==> config.mk <==
export PLATFORM = sky130hd
export DESIGN_NAME = memory_game_controller
export DESIGN_NICKNAME = d
export VERILOG_FILES = /design/src/rtl/memory_game_controller.sv
export SDC_FILE = /design/constraint.sdc
export NUM_CORES = 1
export LEC_CHECK = 0
export ABC_AREA = 1
export CAP_MARGIN = 10
export CORE_ASPECT_RATIO = 0.75
export CORE_UTILIZATION = 47
export DETAILED_ROUTE_END_ITERATION = 7
export PLACE_DENSITY = 0.82
export SLEW_MARGIN = 25
export SYNTH_ARGS = -nofsm -noshare
export SYNTH_HDL_FRONTEND = slang
export SYNTH_SLANG_ARGS = --single-unit
==> constraint.sdc <==
create_clock -name clock_25M -period 2.65 [get_ports clock_25M]
set_input_delay 0.53 -clock clock_25M [delete_from_list [all_inputs] [get_ports clock_25M]]
set_output_delay 0.53 -clock clock_25M [all_outputs]
set_load 0.03 [all_outputs]
==> src/rtl/memory_game_controller.sv <==
// Gameplay sequencer for the memory-card game: cursor, face-up/matched masks, pick/show/compare cycle.
// Optional macro DEBOUNCE_EN adds frame-clocked button debouncing after the synchronizers.
module memory_game_controller #(
    parameter int COLS            = 5,
    parameter int ROWS            = 2,
    parameter int VAL_W           = 4,
    parameter int HOLD_FRAMES     = 60,
    parameter int DEBOUNCE_FRAMES = 3
) (
    input  logic                        clock_25M,
    input  logic                        reset_n,
    input  logic                        frame,
    input  logic                        btn_select,
    input  logic                        btn_move_x,
    input  logic                        btn_move_y,
    input  logic [COLS*ROWS*VAL_W-1:0]  card_order,
    output logic [3:0]                  cursor_pos,
    output logic [COLS*ROWS-1:0]        face_up,
    output logic [COLS*ROWS-1:0]        matched,
    output logic [7:0]                  move_count,
    output logic [1:0]                  game_state,
    output logic                        new_game
);

    localparam int NUM_CARDS = COLS * ROWS;
    localparam int CW        = (COLS > 1) ? $clog2(COLS) : 1;
    localparam int RW        = (ROWS > 1) ? $clog2(ROWS) : 1;
    localparam logic [CW-1:0] COL_LAST  = CW'(COLS - 1);
    localparam logic [RW-1:0] ROW_LAST  = RW'(ROWS - 1);
    localparam logic [7:0]    HOLD_LAST = 8'(HOLD_FRAMES);

    typedef enum logic [1:0] {
        S_PICK1 = 2'd0,
        S_PICK2 = 2'd1,
        S_SHOW  = 2'd2,
        S_WON   = 2'd3
    } state_t;

    // Button conditioning: bit 0 select, bit 1 move_x, bit 2 move_y
    logic [2:0] btn_raw;
    logic [2:0] btn_rise;

    assign btn_raw = {btn_move_y, btn_move_x, btn_select};

    genvar gi;
    generate
        for (gi = 0; gi < 3; gi++) begin : g_btn
            logic sync1_reg;
            logic sync2_reg;
            logic level;
            logic level_prev_reg;

            always_ff @(posedge clock_25M or negedge reset_n) begin
                if (!reset_n) begin
                    sync1_reg <= 1'b0;
                    sync2_reg <= 1'b0;
                end else begin
                    sync1_reg <= btn_raw[gi];
                    sync2_reg <= sync1_reg;
                end
            end

`ifdef DEBOUNCE_EN
            localparam int DW = $clog2(DEBOUNCE_FRAMES + 1);
            localparam logic [DW-1:0] DB_LAST = DW'(DEBOUNCE_FRAMES - 1);
            logic [DW-1:0] stable_cnt_reg;
            logic          deb_reg;

            // Level flips only after differing on DEBOUNCE_FRAMES consecutive frame pulses
            always_ff @(posedge clock_25M or negedge reset_n) begin
                if (!reset_n) begin
                    stable_cnt_reg <= '0;
                    deb_reg        <= 1'b0;
                end else if (frame) begin
                    if (sync2_reg != deb_reg) begin
                        if (stable_cnt_reg == DB_LAST) begin
                            deb_reg        <= sync2_reg;
                            stable_cnt_reg <= '0;
                        end else begin
                            stable_cnt_reg <= stable_cnt_reg + 1'b1;
                        end
                    end else begin
                        stable_cnt_reg <= '0;
                    end
                end
            end

            assign level = deb_reg;
`else
            assign level = sync2_reg;
`endif

            always_ff @(posedge clock_25M or negedge reset_n) begin
                if (!reset_n) begin
                    level_prev_reg <= 1'b0;
                end else begin
                    level_prev_reg <= level;
                end
            end

            assign btn_rise[gi] = level & ~level_prev_reg;
        end
    endgenerate

    logic [VAL_W-1:0] card_val [NUM_CARDS];

    generate
        for (gi = 0; gi < NUM_CARDS; gi++) begin : g_val
            assign card_val[gi] = card_order[gi*VAL_W +: VAL_W];
        end
    endgenerate

    state_t                 state_reg,      state_next;
    logic [CW-1:0]          col_reg,        col_next;
    logic [RW-1:0]          row_reg,        row_next;
    logic [NUM_CARDS-1:0]   face_up_reg,    face_up_next;
    logic [NUM_CARDS-1:0]   matched_reg,    matched_next;
    logic [7:0]             move_count_reg, move_count_next;
    logic [7:0]             hold_reg,       hold_next;
    logic [3:0]             first_reg,      first_next;
    logic [3:0]             second_reg,     second_next;
    logic                   new_game_reg,   new_game_next;

    logic       sel;
    logic       mv_x;
    logic       mv_y;
    logic       sel_valid;
    logic [7:0] hold_inc;

    assign sel       = btn_rise[0];
    assign mv_x      = btn_rise[1];
    assign mv_y      = btn_rise[2];
    assign sel_valid = sel & ~face_up_reg[cursor_pos] & ~matched_reg[cursor_pos];
    assign hold_inc  = hold_reg + 8'd1;

    always_ff @(posedge clock_25M or negedge reset_n) begin
        if (!reset_n) begin
            state_reg      <= S_PICK1;
            col_reg        <= '0;
            row_reg        <= '0;
            face_up_reg    <= '0;
            matched_reg    <= '0;
            move_count_reg <= '0;
            hold_reg       <= '0;
            first_reg      <= '0;
            second_reg     <= '0;
            new_game_reg   <= 1'b0;
        end else begin
            state_reg      <= state_next;
            col_reg        <= col_next;
            row_reg        <= row_next;
            face_up_reg    <= face_up_next;
            matched_reg    <= matched_next;
            move_count_reg <= move_count_next;
            hold_reg       <= hold_next;
            first_reg      <= first_next;
            second_reg     <= second_next;
            new_game_reg   <= new_game_next;
        end
    end

    always_comb begin
        state_next      = state_reg;
        col_next        = col_reg;
        row_next        = row_reg;
        face_up_next    = face_up_reg;
        matched_next    = matched_reg;
        move_count_next = move_count_reg;
        hold_next       = hold_reg;
        first_next      = first_reg;
        second_next     = second_reg;
        new_game_next   = 1'b0;

        // Moves use the current cursor; selects below also read the pre-move cursor
        if (state_reg != S_WON) begin
            if (mv_x) begin
                col_next = (col_reg == COL_LAST) ? '0 : col_reg + 1'b1;
            end
            if (mv_y) begin
                row_next = (row_reg == ROW_LAST) ? '0 : row_reg + 1'b1;
            end
        end

        case (state_reg)
            S_PICK1: begin
                if (sel_valid) begin
                    face_up_next[cursor_pos] = 1'b1;
                    first_next               = cursor_pos;
                    state_next               = S_PICK2;
                end
            end
            S_PICK2: begin
                if (sel_valid) begin
                    face_up_next[cursor_pos] = 1'b1;
                    second_next              = cursor_pos;
                    hold_next                = '0;
                    state_next               = S_SHOW;
                end
            end
            S_SHOW: begin
                if (frame) begin
                    hold_next = hold_inc;
                    if (hold_inc == HOLD_LAST) begin
                        face_up_next[first_reg]  = 1'b0;
                        face_up_next[second_reg] = 1'b0;
                        if (move_count_reg != 8'hFF) begin
                            move_count_next = move_count_reg + 8'd1;
                        end
                        if (card_val[first_reg] == card_val[second_reg]) begin
                            matched_next[first_reg]  = 1'b1;
                            matched_next[second_reg] = 1'b1;
                        end
                        state_next = (&matched_next) ? S_WON : S_PICK1;
                    end
                end
            end
            S_WON: begin
                if (sel) begin
                    matched_next    = '0;
                    face_up_next    = '0;
                    move_count_next = '0;
                    col_next        = '0;
                    row_next        = '0;
                    new_game_next   = 1'b1;
                    state_next      = S_PICK1;
                end
            end
            default: state_next = S_PICK1;
        endcase
    end

    assign cursor_pos = 4'(row_reg) * 4'(COLS) + 4'(col_reg);
    assign face_up    = face_up_reg;
    assign matched    = matched_reg;
    assign move_count = move_count_reg;
    assign game_state = state_reg;
    assign new_game   = new_game_reg;

endmodule

Yosys cells after proc, flatten, opt, wreduce, memory -nomap -nowiden
Index checks and enable logic that the tools add are counted.
{"block": "classes", "reduce_logical": 15, "muxes": 55, "n_lt_le_gt_ge": 8, "n_mul": 1, "bitwise_logic": 19, "n_addsub": 5, "n_eq_ne": 15}
{"operator": "10-bit two-way mux", "count": 10}
{"operator": "8-bit two-way mux", "count": 6}
{"operator": "4-bit binary-select mux with 4-bit select", "count": 2}
{"operator": "8-bit case mux with 2 select lines", "count": 2}
{"operator": "10-bit OR", "count": 3}
{"operator": "10-bit case mux with 3 select lines", "count": 1}
{"operator": "10-bit bitwise AND", "count": 2}
{"operator": "10-bit inverter", "count": 2}
{"operator": "10-bit case mux with 2 select lines", "count": 1}
{"operator": "8-bit by 1-bit adder with 8-bit output (second input constant)", "count": 2}
{"operator": "4-bit two-way mux", "count": 4}
{"operator": "4-bit by 5-bit < comparator with 1-bit output (second input constant)", "count": 3}
{"operator": "3-bit two-way mux", "count": 5}
{"operator": "2-bit != test (second input constant)", "count": 7}
{"operator": "1-bit demux with 4-bit select", "count": 3}
{"operator": "4-bit by 1-bit greater-or-equal comparator with 1-bit output (second input constant)", "count": 3}
{"operator": "1-bit two-way mux", "count": 12}
{"operator": "2-bit two-way mux", "count": 6}
{"operator": "5-bit greater-or-equal comparator (second input constant)", "count": 2}
{"operator": "4-bit inverter with 5-bit output", "count": 2}
{"operator": "10-bit AND reduction", "count": 1}
{"operator": "5-bit AND reduction", "count": 2}
{"operator": "1-bit binary-select mux with 4-bit select", "count": 2}
{"operator": "8-bit by 6-bit equality test with 1-bit output (second input constant)", "count": 1}
{"operator": "20 further kinds", "count": 34}
{"block": "word_totals", "inputBits": 46, "register_bits": 60, "out_inout_bits": 35, "elab_cells": 137}

Longest topological paths before layout
{"block": "logic_depth", "word_depth": 15, "depth_mapped": 18, "ltp_nobuf": 17}

Worst setup path after synthesis
OpenSTA, ideal clock, no wires.
{"block": "synth_path", "path_type": "register to register", "from": "register col_reg[0]", "to": "register face_up_reg[0] (netlist: face_up[0])", "setup_slack_ps": 167, "stages_incl_launch_ff": 17, "path_buffers": 1, "arrival_time_ps": 2354, "synth_period_minus_slack_ps": 2483, "setup_ps": 128, "cell_sequence": "dfrtp_1 ha_1 ha_1 inv_1 nand2_1 a21oi_1 o21ai_0 nand2_1 nand3_1 nand2_1 inv_1 nor2_1 nor2_1 nand2_1 buf_2 o21ai_0 o31ai_1"}
{"block": "synth_via", "elab_chain_len": 8, "elab_cells_between_ends": 19, "classes_between": "1 x add/sub; 2 x order compare; 1 x eq/ne; 8 x mux; 5 x bitwise; 2 x reduce/logical"}
{"item": "from (decl)", "line_no": "114", "source": "logic [CW-1:0] col_reg, col_next;"}
{"item": "from (signal assigned)", "line_no": "150", "source": "col_reg <= col_next;"}
{"item": "4-bit by 3-bit adder with 4-bit output (*)", "line_no": "232", "source": "assign cursor_pos = 4'(row_reg) * 4'(COLS) + 4'(col_reg);"}
{"item": "named net cursor_pos[1]", "line_no": "17", "source": "output logic [3:0] cursor_pos,"}
{"item": "4-bit by 5-bit < comparator with 1-bit output (not written as such), or another cell as far along", "line_no": "187, 194"}
{"item": "1-bit logical AND (not written as such) / 1-bit two-way mux (equally long branches)", "line_no": "187, 194, 133"}
{"item": "1-bit two-way mux (not written as such) / 1-bit inverter (equally long branches)", "line_no": "187, 194, 133"}
{"item": "1-bit demux with 4-bit select / 1-bit bitwise AND (equally long branches)", "line_no": "187, 194, 133"}
{"item": "10-bit OR (no source line) / 1-bit bitwise AND (equally long branches)"}
{"item": "10-bit two-way mux / 2-bit by 1-bit != test with 1-bit output (equally long branches)"}
{"item": "10-bit case mux with 3 select lines / 4-bit AND reduction (equally long branches)"}
{"item": "to (signal assigned)", "line_no": "152", "source": "face_up_reg <= face_up_next;"}
{"item": "to (decl)", "line_no": "116", "source": "logic [NUM_CARDS-1:0] face_up_reg, face_up_next;"}
Mark *: on every way through the listed nets, which the timed path passes. The rest lies on a longest branch. The select of a mux whose other input is x is not followed.
A chain may end at the register's enable or synchronous reset.

Worst setup path after layout
{"block": "layout_path", "from": "register row_reg", "to": "register state_reg[0] (netlist: game_state[0])"}
{"block": "layout_via", "elab_chain_len": 9, "elab_cells_between_ends": 13, "classes_between": "1 x add/sub; 1 x mul; 2 x eq/ne; 4 x mux; 4 x bitwise; 1 x reduce/logical"}
{"item": "from (decl)", "line_no": "115", "source": "logic [RW-1:0] row_reg, row_next;"}
{"item": "from (signal assigned)", "line_no": "151", "source": "row_reg <= row_next;"}
{"item": "1-bit by 3-bit multiplier with 4-bit output (*)", "line_no": "232"}
{"item": "4-bit by 3-bit adder with 4-bit output (*)", "line_no": "232"}
{"item": "1-bit binary-select mux with 4-bit select", "line_no": "133", "source": "assign sel_valid = sel & ~face_up_reg[cursor_pos] & ~matched_reg[cursor_pos];"}
{"item": "1-bit two-way mux (not written as such)", "line_no": "133"}
{"item": "1-bit inverter", "line_no": "133"}
{"item": "1-bit bitwise AND", "line_no": "133"}
{"item": "1-bit bitwise AND (*)", "line_no": "133"}
{"item": "2-bit != test (no source line)"}
{"item": "5-bit AND reduction (no source line) (*)"}
{"item": "to (signal assigned)", "line_no": "149", "source": "state_reg <= state_next;"}
{"item": "to (decl)", "line_no": "113", "source": "state_t state_reg, state_next;"}
Mark *: on every way between the ends. The rest lies on a longest branch, timed or not. The select of a mux whose other input is x is not followed.

==> flow_summary.yaml <==
cts:
  cts.clk_slew.worst_paths_ns: 0.05
  cts.sinks: 60
  root_buffer: "clkbuf_16"
  cts_max_path_buffers: 2
  clk_latency_ns: 0.33
  cts_tree: "done"
  cts-buffers-inserted: 9
  cts.htree.levels: 3
  cts_hold_buffers: 0
routing:
  first_pass_iters: 7
  drt_iter0_markers: 563
  met2WireLength_um: 5740
  via_per_inst: 5.51
  vias: 4841
  routed-wl-met3_um: 1520
  final_antenna_net_count: 0
  wl_um: 13800
  drc: 3
  top_layer: "met4"
  drt-met1-wl_um: 6320
  wl_per_cell_um: 15.7
die:
  die_w_um: 112
  die_h_um: 84.4
  initial_core_util: 0.493
  coreArea_mm2: 0.00864
  rows: 29
  die-area_mm2: 0.00945
  ios: 81
timing:
  max-slew-margin-rel: 0.604
  min_period_ns: 2.49
  tightest_slew_ns: 0.594
  slew_violations: 0
  period_share: 0.938
  finalHoldViolCount: 0
  setup_violations: 0
  rsz0062_at_grt: "true"
  final.setup_skew_ns: 0.00358
  timing.fmax_mhz: 402
pwr:
  p_leak_nw: 2.84
  p_per_area_mw_per_mm2: 1290
  fin_total_pwr_w: 0.00737
  peakVddDrop_mv: 1.12
critical_path:
  cp.required_ns: 2.89
  critPathKind: "reg -> reg"
  crit_arrival_ns: 2.73
  cp-start-kind: "flip-flop"
  crit_fanout: 8
  endpoint_kind: "flip-flop"
synthesis:
  synthTopCellsByArea: "dfrtp_1, nand2_1, o21ai_0, inv_1, nand3_1"
  synth_top_area_cell: "dfrtp_1"
  synthesis.instances: 665
  yosys_warnings: 0
  synthMuxAreaShare: 0
  yosysSeqAreaShare: 0.353
  yosysTopAreaCellShare: 0.353
  synth.distinct_cells: 32
  synth_compound_area_frac: 0.137
  ys_ff_latch: 60
  synth_nets: 719
  post_synth_fa_ha_maj_area_fraction: 0.0235
  yosys.area_share.simple: 0.367
  synth-xor-area-share: 0.0203
  syn_avg_cell_area_um2: 6.40
  syn_area_mm2: 0.00426
  synth_top_family_by_area: "simple AND/OR/NAND/NOR gates"
worst_hold_path:
  hold_class: "in -> async"
status:
  violations: "design-rule violations"
  status: "finished with violations"
grt:
  antenna_found_initial: 0
  grt_usage: 0.299
  grt_max_degree: 24
  grt_overflow_total: 0
  grt_pass1_wl_um: 22000
  grt_pass1_vias: 4400
cells_and_area:
  area_growth_pct: 34.2
  nNetsFinal: 819
  fin_area_mm2: 0.00572
  nFillCells: 739
  antennaDiodeCount: 0
  drive_gt1_frac: 0.0987
placed_design:
  portBuffers: 80
  detailed_place_hpwl_um: 10300
  dpl_cell_area_mm2: 0.00525
  gp_congestion: 0.982
job:
  drv_cap: 0
-- layout by cell type (no fill, tap or decap), types with 9 or more instances in the layout --
cell type	instances
o31ai_1	9
nand4_1	11
inv_1	72
a21oi_1	13
nor2_1	63
dfrtp_1	57
nand2_1	238
clkdlybuf4s50_1	76
clkbuf_16	9
nand3_1	52
buf_4	27
o21ai_0	60
-- kinds of logic (layout without fill, tap and decap cells) --
family	after synthesis	in the layout
compound gates	105	105
xor+xnor	9	9
flops	60	60
simple gates	383	385
buf+inv	100	203
fa+ha+maj	8	8
-- critical path, cell delays in order, from the launching register on --
cell       delay [ns]
dfrtp_2          0.44
ha_4             0.18
ha_4             0.28
inv_1            0.08
nand2_2          0.14
a21oi_1          0.06
nor2_1           0.13
o2111ai_1        0.13
nand3_1          0.11
nand2_1          0.05
inv_1            0.08
nor2_1           0.06
nor2_1           0.10
nand2_1          0.08
buf_4            0.16
inv_1            0.10
nor2_1           0.06
a21oi_1          0.17
-- area by class of cell --
class,count,area (um^2),area share
Timing Repair inverter,1,7.51,0.00131
Timing Repair Buffer,110,1040,0.182
Tap cell,108,135,0.0236
Clock inverter,6,88.8,0.0155
Inverter,76,289,0.0506
Sequential cell,60,1510,0.263
Multi-Input combinational cell,507,2420,0.424
Clock buffer,10,229,0.0401
-- worst paths after layout --
| kind | startpoint | to | slack (ns) | cells past startpoint |
|---|---|---|---|---|
| setup / recovery | row_reg | game_state[0] | 0.16 | 17 |
| hold / removal | reset_n | hold_reg[4] | 0.20 | 1 |
| setup reg to reg | row_reg | game_state[0] | 0.16 | 17 |
| hold reg to reg | g_btn[1].sync1_reg | g_btn[1].level | 0.35 | 0 |
| max in group asynchronous | reset_n | row_reg | 1.75 | 2 |
| min in group clock_25M | g_btn[1].sync1_reg | g_btn[1].level | 0.35 | 0 |
-- report_power, final --
| part | internal, W | leakage, nW | switching (W) |
|---|---|---|---|
| sequential | 0.00118 | 0.777 | 0.000306 |
| combinational | 0.00162 | 1.92 | 0.00301 |
| clock | 0.000822 | 0.149 | 0.000425 |
| total | 0.00362 | 2.84 | 0.00374 |
-- cells in the mapped netlist, drive strengths merged --
| cell type | number |
|---|---|
| nand2 | 243 |
| inv | 76 |
| nor2 | 70 |
| o21ai | 69 |
| dfrtp | 60 |
| nand3 | 52 |
| buf | 21 |
| a21oi | 13 |
| nand4 | 11 |
| o31ai | 10 |
| ha | 8 |
| xor2 | 7 |
| nor3 | 5 |
| a31oi | 4 |
| clkbuf | 3 |
| o22ai | 3 |
| o2111ai | 2 |
| xnor2 | 2 |
| a211oi | 1 |
| a22o | 1 |
| a22oi | 1 |
| nand3b | 1 |
| o21a | 1 |
| or2 | 1 |
-- stage by stage --
stage | std cells | hold slack [ns] | utilization | setup TNS, ns | worst slack (ns)
after floorplan | 665 | 0.234 | - | 0 | 0.167
after global placement | 856 | 0.334 | 0.608 | -0.0703 | -0.0379
after detailed placement | 856 | 0.341 | 0.608 | -0.154 | -0.103
after CTS | 872 | 0.204 | 0.645 | 0 | 0.0352
after global routing | 878 | 0.225 | 0.662 | -0.0564 | -0.0473
final | 878 | 0.197 | 0.662 | 0 | 0.164
-- routing by layer --
metal  up-vias  global-route usage
met5         -                   0
met4         0              0.0737
met3        28              0.0953
met2       259               0.437
met1      2219               0.427
li1       2335                   -
-- repair_timing --
| action | 4_1_cts | 5_1_grt |
|---|---|---|
| setup buffers | 0 | 3 |
| gates resized for setup | 2 | 28 |
| gates cloned | 0 | 3 |
| hold endpoints to repair | 0 | 0 |
| setup endpoints to repair | 2 | 24 |
| pin swaps | 0 | 3 |
No activity file was read; power rests on OpenSTA's default activity.
